===== src/rtl/uart_pkg.sv =====
// rtl/uart_pkg.sv - shared UART types and default constants for the RX and TX paths
package uart_pkg;

  localparam int UART_OVERSAMPLE_DEF = 16;
  localparam int UART_DATA_BITS_DEF  = 8;

  typedef enum logic [2:0] {
    IDLE,
    START,
    DATA,
    PARITY,
    STOP
  } rx_state_t;

endpackage


===== src/rtl/uart_sync.sv =====
// rtl/uart_sync.sv - multi-flop synchronizer for an idle-high asynchronous input
module uart_sync #(
  parameter int STAGES = 2
) (
  input  logic clk,
  input  logic rst,
  input  logic d,
  output logic q
);

  logic [STAGES-1:0] chain;

  // shift the raw input through the chain; reset to the line's idle level
  always_ff @(posedge clk) begin
    if (rst) begin
      chain <= '1;
    end else begin
      chain[0] <= d;
      for (int i = 1; i < STAGES; i++) begin
        chain[i] <= chain[i-1];
      end
    end
  end

  assign q = chain[STAGES-1];

endmodule


===== src/rtl/uart_rx.sv =====
// rtl/uart_rx.sv - oversampling 8N1 UART receiver with holding register; optional parity via UART_RX_PARITY_EN
module uart_rx
  import uart_pkg::*;
#(
  parameter int DATA_BITS   = UART_DATA_BITS_DEF,
  parameter int OVERSAMPLE  = UART_OVERSAMPLE_DEF,
  parameter int SYNC_STAGES = 2
) (
  input  logic                 clk,
  input  logic                 rst,
  input  logic                 baud_tick,
  input  logic                 rx,
  output logic [DATA_BITS-1:0] rx_data,
  output logic                 rx_valid,
  input  logic                 rx_ready,
  output logic                 frame_err,
  output logic                 overrun_err,
  output logic                 parity_err,
  output logic                 busy
);

  localparam int TW = $clog2(OVERSAMPLE);
  localparam int BW = (DATA_BITS > 1) ? $clog2(DATA_BITS) : 1;
  localparam logic [TW-1:0] TICK_MID  = TW'(OVERSAMPLE / 2 - 1);
  localparam logic [TW-1:0] TICK_LAST = TW'(OVERSAMPLE - 1);
  localparam logic [BW-1:0] BIT_LAST  = BW'(DATA_BITS - 1);

  rx_state_t            state, state_d;
  logic [TW-1:0]        tick_cnt, tick_d;
  logic [BW-1:0]        bit_cnt, bit_d;
  logic [DATA_BITS-1:0] shreg, shreg_d;
  logic                 rxs;
  logic                 frame_done;
  logic                 par_ok;
  logic                 good;

  uart_sync #(.STAGES(SYNC_STAGES)) u_sync (
    .clk (clk),
    .rst (rst),
    .d   (rx),
    .q   (rxs)
  );

`ifdef UART_RX_PARITY_EN
  logic par_bit, par_d;

  // received parity bit register
  always_ff @(posedge clk) begin
    if (rst) par_bit <= 1'b0;
    else     par_bit <= par_d;
  end

  // even parity: data bits plus the parity bit must XOR to zero
  assign par_ok = ~(^{shreg, par_bit});
`else
  assign par_ok = 1'b1;
`endif

  // next-state logic: every decision is taken on a baud_tick using the synced line
  always_comb begin
    state_d    = state;
    tick_d     = tick_cnt;
    bit_d      = bit_cnt;
    shreg_d    = shreg;
    frame_done = 1'b0;
`ifdef UART_RX_PARITY_EN
    par_d      = par_bit;
`endif
    if (baud_tick) begin
      case (state)
        IDLE: begin
          if (!rxs) begin
            state_d = START;
            tick_d  = '0;
          end
        end
        START: begin
          if (tick_cnt == TICK_MID) begin
            if (!rxs) begin
              state_d = DATA;
              tick_d  = '0;
              bit_d   = BIT_LAST;
            end else begin
              state_d = IDLE;
            end
          end else begin
            tick_d = tick_cnt + 1'b1;
          end
        end
        DATA: begin
          if (tick_cnt == TICK_LAST) begin
            shreg_d = {rxs, shreg[DATA_BITS-1:1]};
            tick_d  = '0;
            if (bit_cnt == '0) begin
`ifdef UART_RX_PARITY_EN
              state_d = PARITY;
`else
              state_d = STOP;
`endif
            end else begin
              bit_d = bit_cnt - 1'b1;
            end
          end else begin
            tick_d = tick_cnt + 1'b1;
          end
        end
        PARITY: begin
`ifdef UART_RX_PARITY_EN
          if (tick_cnt == TICK_LAST) begin
            par_d   = rxs;
            tick_d  = '0;
            state_d = STOP;
          end else begin
            tick_d = tick_cnt + 1'b1;
          end
`else
          state_d = IDLE;
`endif
        end
        STOP: begin
          // return to IDLE at mid stop bit so a back-to-back start edge is caught
          if (tick_cnt == TICK_LAST) begin
            frame_done = 1'b1;
            state_d    = IDLE;
          end else begin
            tick_d = tick_cnt + 1'b1;
          end
        end
        default: state_d = IDLE;
      endcase
    end
  end

  // state, counter and shift register update
  always_ff @(posedge clk) begin
    if (rst) begin
      state    <= IDLE;
      tick_cnt <= '0;
      bit_cnt  <= '0;
      shreg    <= '0;
    end else begin
      state    <= state_d;
      tick_cnt <= tick_d;
      bit_cnt  <= bit_d;
      shreg    <= shreg_d;
    end
  end

  assign good = frame_done && rxs && par_ok;

  // holding register: a same-cycle accept frees the slot for the new byte
  always_ff @(posedge clk) begin
    if (rst) begin
      rx_data     <= '0;
      rx_valid    <= 1'b0;
      frame_err   <= 1'b0;
      overrun_err <= 1'b0;
    end else begin
      frame_err   <= frame_done && !rxs;
      overrun_err <= 1'b0;
      if (good) begin
        if (!rx_valid || rx_ready) begin
          rx_data  <= shreg;
          rx_valid <= 1'b1;
        end else begin
          overrun_err <= 1'b1;
        end
      end else if (rx_valid && rx_ready) begin
        rx_valid <= 1'b0;
      end
    end
  end

`ifdef UART_RX_PARITY_EN
  // parity error pulses alongside frame_err when both are bad
  always_ff @(posedge clk) begin
    if (rst) parity_err <= 1'b0;
    else     parity_err <= frame_done && !par_ok;
  end
`else
  assign parity_err = 1'b0;
`endif

  assign busy = (state != IDLE);

endmodule


===== config.mk =====
export PLATFORM = sky130hd
export DESIGN_NAME = uart_rx
export DESIGN_NICKNAME = d
export VERILOG_FILES = /design/src/rtl/uart_pkg.sv /design/src/rtl/uart_sync.sv /design/src/rtl/uart_rx.sv
export SDC_FILE = /design/constraint.sdc
export NUM_CORES = 1
export LEC_CHECK = 0
export BUFFER_PORTS_ARGS = -buffer_cell sky130_fd_sc_hd__buf_2
export CAP_MARGIN = 0
export CORE_ASPECT_RATIO = 0.7
export CORE_MARGIN = 4
export CORE_UTILIZATION = 45
export CTS_BUF_LIST = sky130_fd_sc_hd__clkbuf_8
export DETAILED_ROUTE_END_ITERATION = 8
export SLEW_MARGIN = 5
export SYNTH_ARGS = -nofsm -noshare
export SYNTH_HDL_FRONTEND = slang
export SYNTH_SLANG_ARGS = --single-unit

===== constraint.sdc =====
create_clock -name clk -period 1.8 [get_ports clk]
set_input_delay 0.09 -clock clk [delete_from_list [all_inputs] [get_ports clk]]
set_output_delay 0.09 -clock clk [all_outputs]
set_load 0.005 [all_outputs]

==> impl_metrics.csv <==
group,metric,value,unit
status,status,"finished, final reports clean",
timing,final.setup_skew,0.00764,ns
die,start_util,47.4,%
global_route,gr-total-overflow,0,
global_route,grt_use_total,14.6,%
detailed_routing,drc,0,
timing,timing.final.crit_share,93.9,%
power_and_ir_drop,p_leak,0.771,nW
synthesis,netlist_instances,163,
critical_path,cp_slowest_cell,"or3b_4",
power_and_ir_drop,power_density,750,mW/mm^2
cts,clockRootBuffer,"clkbuf_8",
critical_path,cpPeakStageDelay,0.43,ns
timing,maxSlewViolCount,0,
cts,path_clk_slew,0.07,ns
timing,slew-limit-headroom,64.7,%
die,die_h,56.5,um
cts,cts_buffers,5,
detailed_routing,drt-pass1-iter-count,4,
synthesis,avgSynthCellArea,9.27,um^2
synthesis,async_reset_ff_share,0,%
critical_path,cp.arrival,1.90,ns
die,ios,18,
synthesis,yosysWarnings,0,
detailed_routing,drt-initial-drc-count,65,
synthesis,synth_seq_area_share,41.1,%
critical_path,cp-end-kind,"register",
critical_path,cp.required,2.01,ns
flow_run,maxCapViolCount,0,
power_and_ir_drop,peakVddDrop,0.388,mV
place,place_congestion,0.830,
timing,worstMarginPinSlew,0.529,ns
cts,htreeDepth,2,
power_and_ir_drop,power.total,1.32,mW
place,hpwlAfterDp,2150,um
critical_path,crit_chain,"buf_4 > or3b_4 > or2_1 > a211o_1 > a21oi_1",
synthesis,synth_compound_area_share,11.8,%
cts,cts_tree,"done",
synthesis,synth_fa_ha_area_share,3.15,%
critical_path,startpoint_type,"register",
synthesis,synth_area,0.00151,mm^2
cells_and_area,final_nets,193,
detailed_routing,vias,1227,
die,rows,17,
worst_hold_path,hold_path.class,"in -> reg",
synthesis,synth_top_family_by_area,"simple AND/OR/NAND/NOR gates",
cts,clock_path_buffers,2,
cells_and_area,fill_cells,295,
cells_and_area,diodes,0,
synthesis,yosys.area_share.xor_xnor,1.74,%
critical_path,critical_path_class,"reg -> reg",
detailed_routing,routedWlPerCell,13.7,um
cts,numClockSinks,31,
timing,finalSetupViolations,0,
synthesis,synthMuxAreaShare,12.6,%
cells_and_area,final_cell_area,0.00176,mm^2
cells_and_area,syn2layout_area_growth,16.5,%
detailed_routing,vias_per_cell,5.50,
cts,clk-insertion-delay-late,0.28,ns
die,die-area,0.00436,mm^2
global_route,grt_pass1_vias,1099,
place,post_dp_cell_area,0.00166,mm^2
synthesis,synth_fp_nets,171,
critical_path,path_max_fanout,13,
cells_and_area,multi_input_area,808,um^2
synthesis,synth.ff_latch_count,31,
detailed_routing,wl,3050,um
detailed_routing,antenna_left,0,
cells_and_area,register_area,621,um^2
die,die_w,77.3,um
synthesis,yosys.area_share.simple,23.5,%
timing,hold_viol_final,0,
die,core_region_area,0.00319,mm^2
timing,fmax,591,MHz
cells_and_area,layout-drive-gt1-share,23.2,%
synthesis,ys.flop_type,"dfxtp_1",
global_route,grt_max_degree,33,
global_route,antenna_found_initial,0,
timing,fin_crit,1.69,ns
synthesis,ys_types,47,
global_route,grt_pass1_wl,5040,um
cts,cts_setup_buffers,0,
synthesis,synth_edf_count,0,
place,port_buffers,16,
[synthesized netlist by cell type (3+ instances only)]
cell,count,area [um^2]
nand2b_1,9,56.3
a21oi_1,7,35.0
nand3_1,5,25.0
inv_1,7,26.3
dfxtp_1,31,621
o21ai_0,4,20.0
clkbuf_1,5,18.8
buf_2,3,15.0
mux2i_1,19,190
or2_2,3,18.8
nor2_1,19,71.3
nand2_1,6,22.5
ha_1,3,37.5
[worst paths after layout]
check / from / endpoint / slack, ns / depth (start not counted)
max: state[1]$_SDFFE_PP0P_ / bit_cnt[2]$_SDFFE_PP0P_ / 0.11 / 5
min: rx_ready / overrun_err$_SDFF_PP0_ / 0.13 / 3
max reg2reg: state[1]$_SDFFE_PP0P_ / bit_cnt[2]$_SDFFE_PP0P_ / 0.11 / 5
min reg2reg: u_sync.chain[0]$_SDFF_PP1_ / u_sync.chain[1]$_SDFF_PP1_ / 0.41 / 1
[layout make-up]
class,count,share of cell area [%]
timing repair buffer,26,9.67
inverter,7,1.49
multi-input combinational,114,45.9
clock inverter,1,0.284
clock buffer,6,4.69
tap,38,2.70
sequential,31,35.3
[report_power, final]
group          switching (mW)  internal (mW)
clock                   0.243          0.299
sequential            0.00649          0.691
combinational          0.0421         0.0385
[state kept, by name, summed over array words and instances (netlist names)]
register / cells
u_sync.chain: 2
frame_err: 1
overrun_err: 1
state: 3
bit_cnt: 3
tick_cnt: 4
shreg: 8
rx_valid: 1
rx_data: 8
[worst max-delay path, delay by kind of cell (launching register included)]
family | cells | cell delay, ns
compound gates | 2 | 0.42
buf+inv | 1 | 0.18
flops | 1 | 0.32
simple gates | 2 | 0.69
[logic make-up (layout without fill, tap and decap cells)]
logic type / count (synthesis) / after routing
other: 1 / 1
multiplexers: 19 / 19
flip-flops: 31 / 31
AO/OA/AOI/OAI: 26 / 26
buffers and inverters: 18 / 40
AND/OR/NAND/NOR: 61 / 61
XOR/XNOR: 3 / 3
adder cells (fa/ha/maj): 4 / 4
[routing by layer]
layer | vias up | GRT usage [%] | wire length, um
met5 | - | 0 | 0
met4 | 0 | 6.85 | 38
met1 | 576 | 20.1 | 1540
li1 | 610 | - | -
met2 | 35 | 20.3 | 1290
met3 | 6 | 4.97 | 178
[layout by cell type, fill, tap and decap left out, types with 2 or more instances in the layout]
cell type	netlist	final
dfxtp_1	31	31
mux2i_1	19	19
nor2_1	19	19
buf_2	3	16
nand2b_1	9	9
buf_4	1	8
inv_1	7	7
a21oi_1	7	7
nand2_1	6	6
clkbuf_8	0	6
nand3_1	5	5
o21ai_0	4	4
or2_2	3	3
nor3_1	2	2
and2_1	2	2
a211o_1	2	2
xnor2_1	2	2
o22ai_1	2	2
or3b_4	2	2
a311oi_1	2	2
ha_1	3	2
[through the flow]
step           instances  setup slack [ns]  TNS, ns  util [%]  hold slack [ns]
2_1_floorplan        163             0.204        0         -            0.194
3_3_place_gp         215             0.119        0      51.9            0.282
3_5_place_dp         215             0.103        0      51.9            0.276
4_1_cts              223            0.0874        0      54.9            0.130
5_1_grt              223           -0.0168  -0.0452      55.2            0.161
6_report             223             0.109        0      55.2            0.127
[what timing repair did]
action | CTS | global route
resized for setup | 0 | 2
endpoints found under the setup margin | 0 | 9
hold buffers | 1 | 0
endpoints found under the hold margin | 1 | 0
Note: power is estimated with default switching activity, not from simulation.
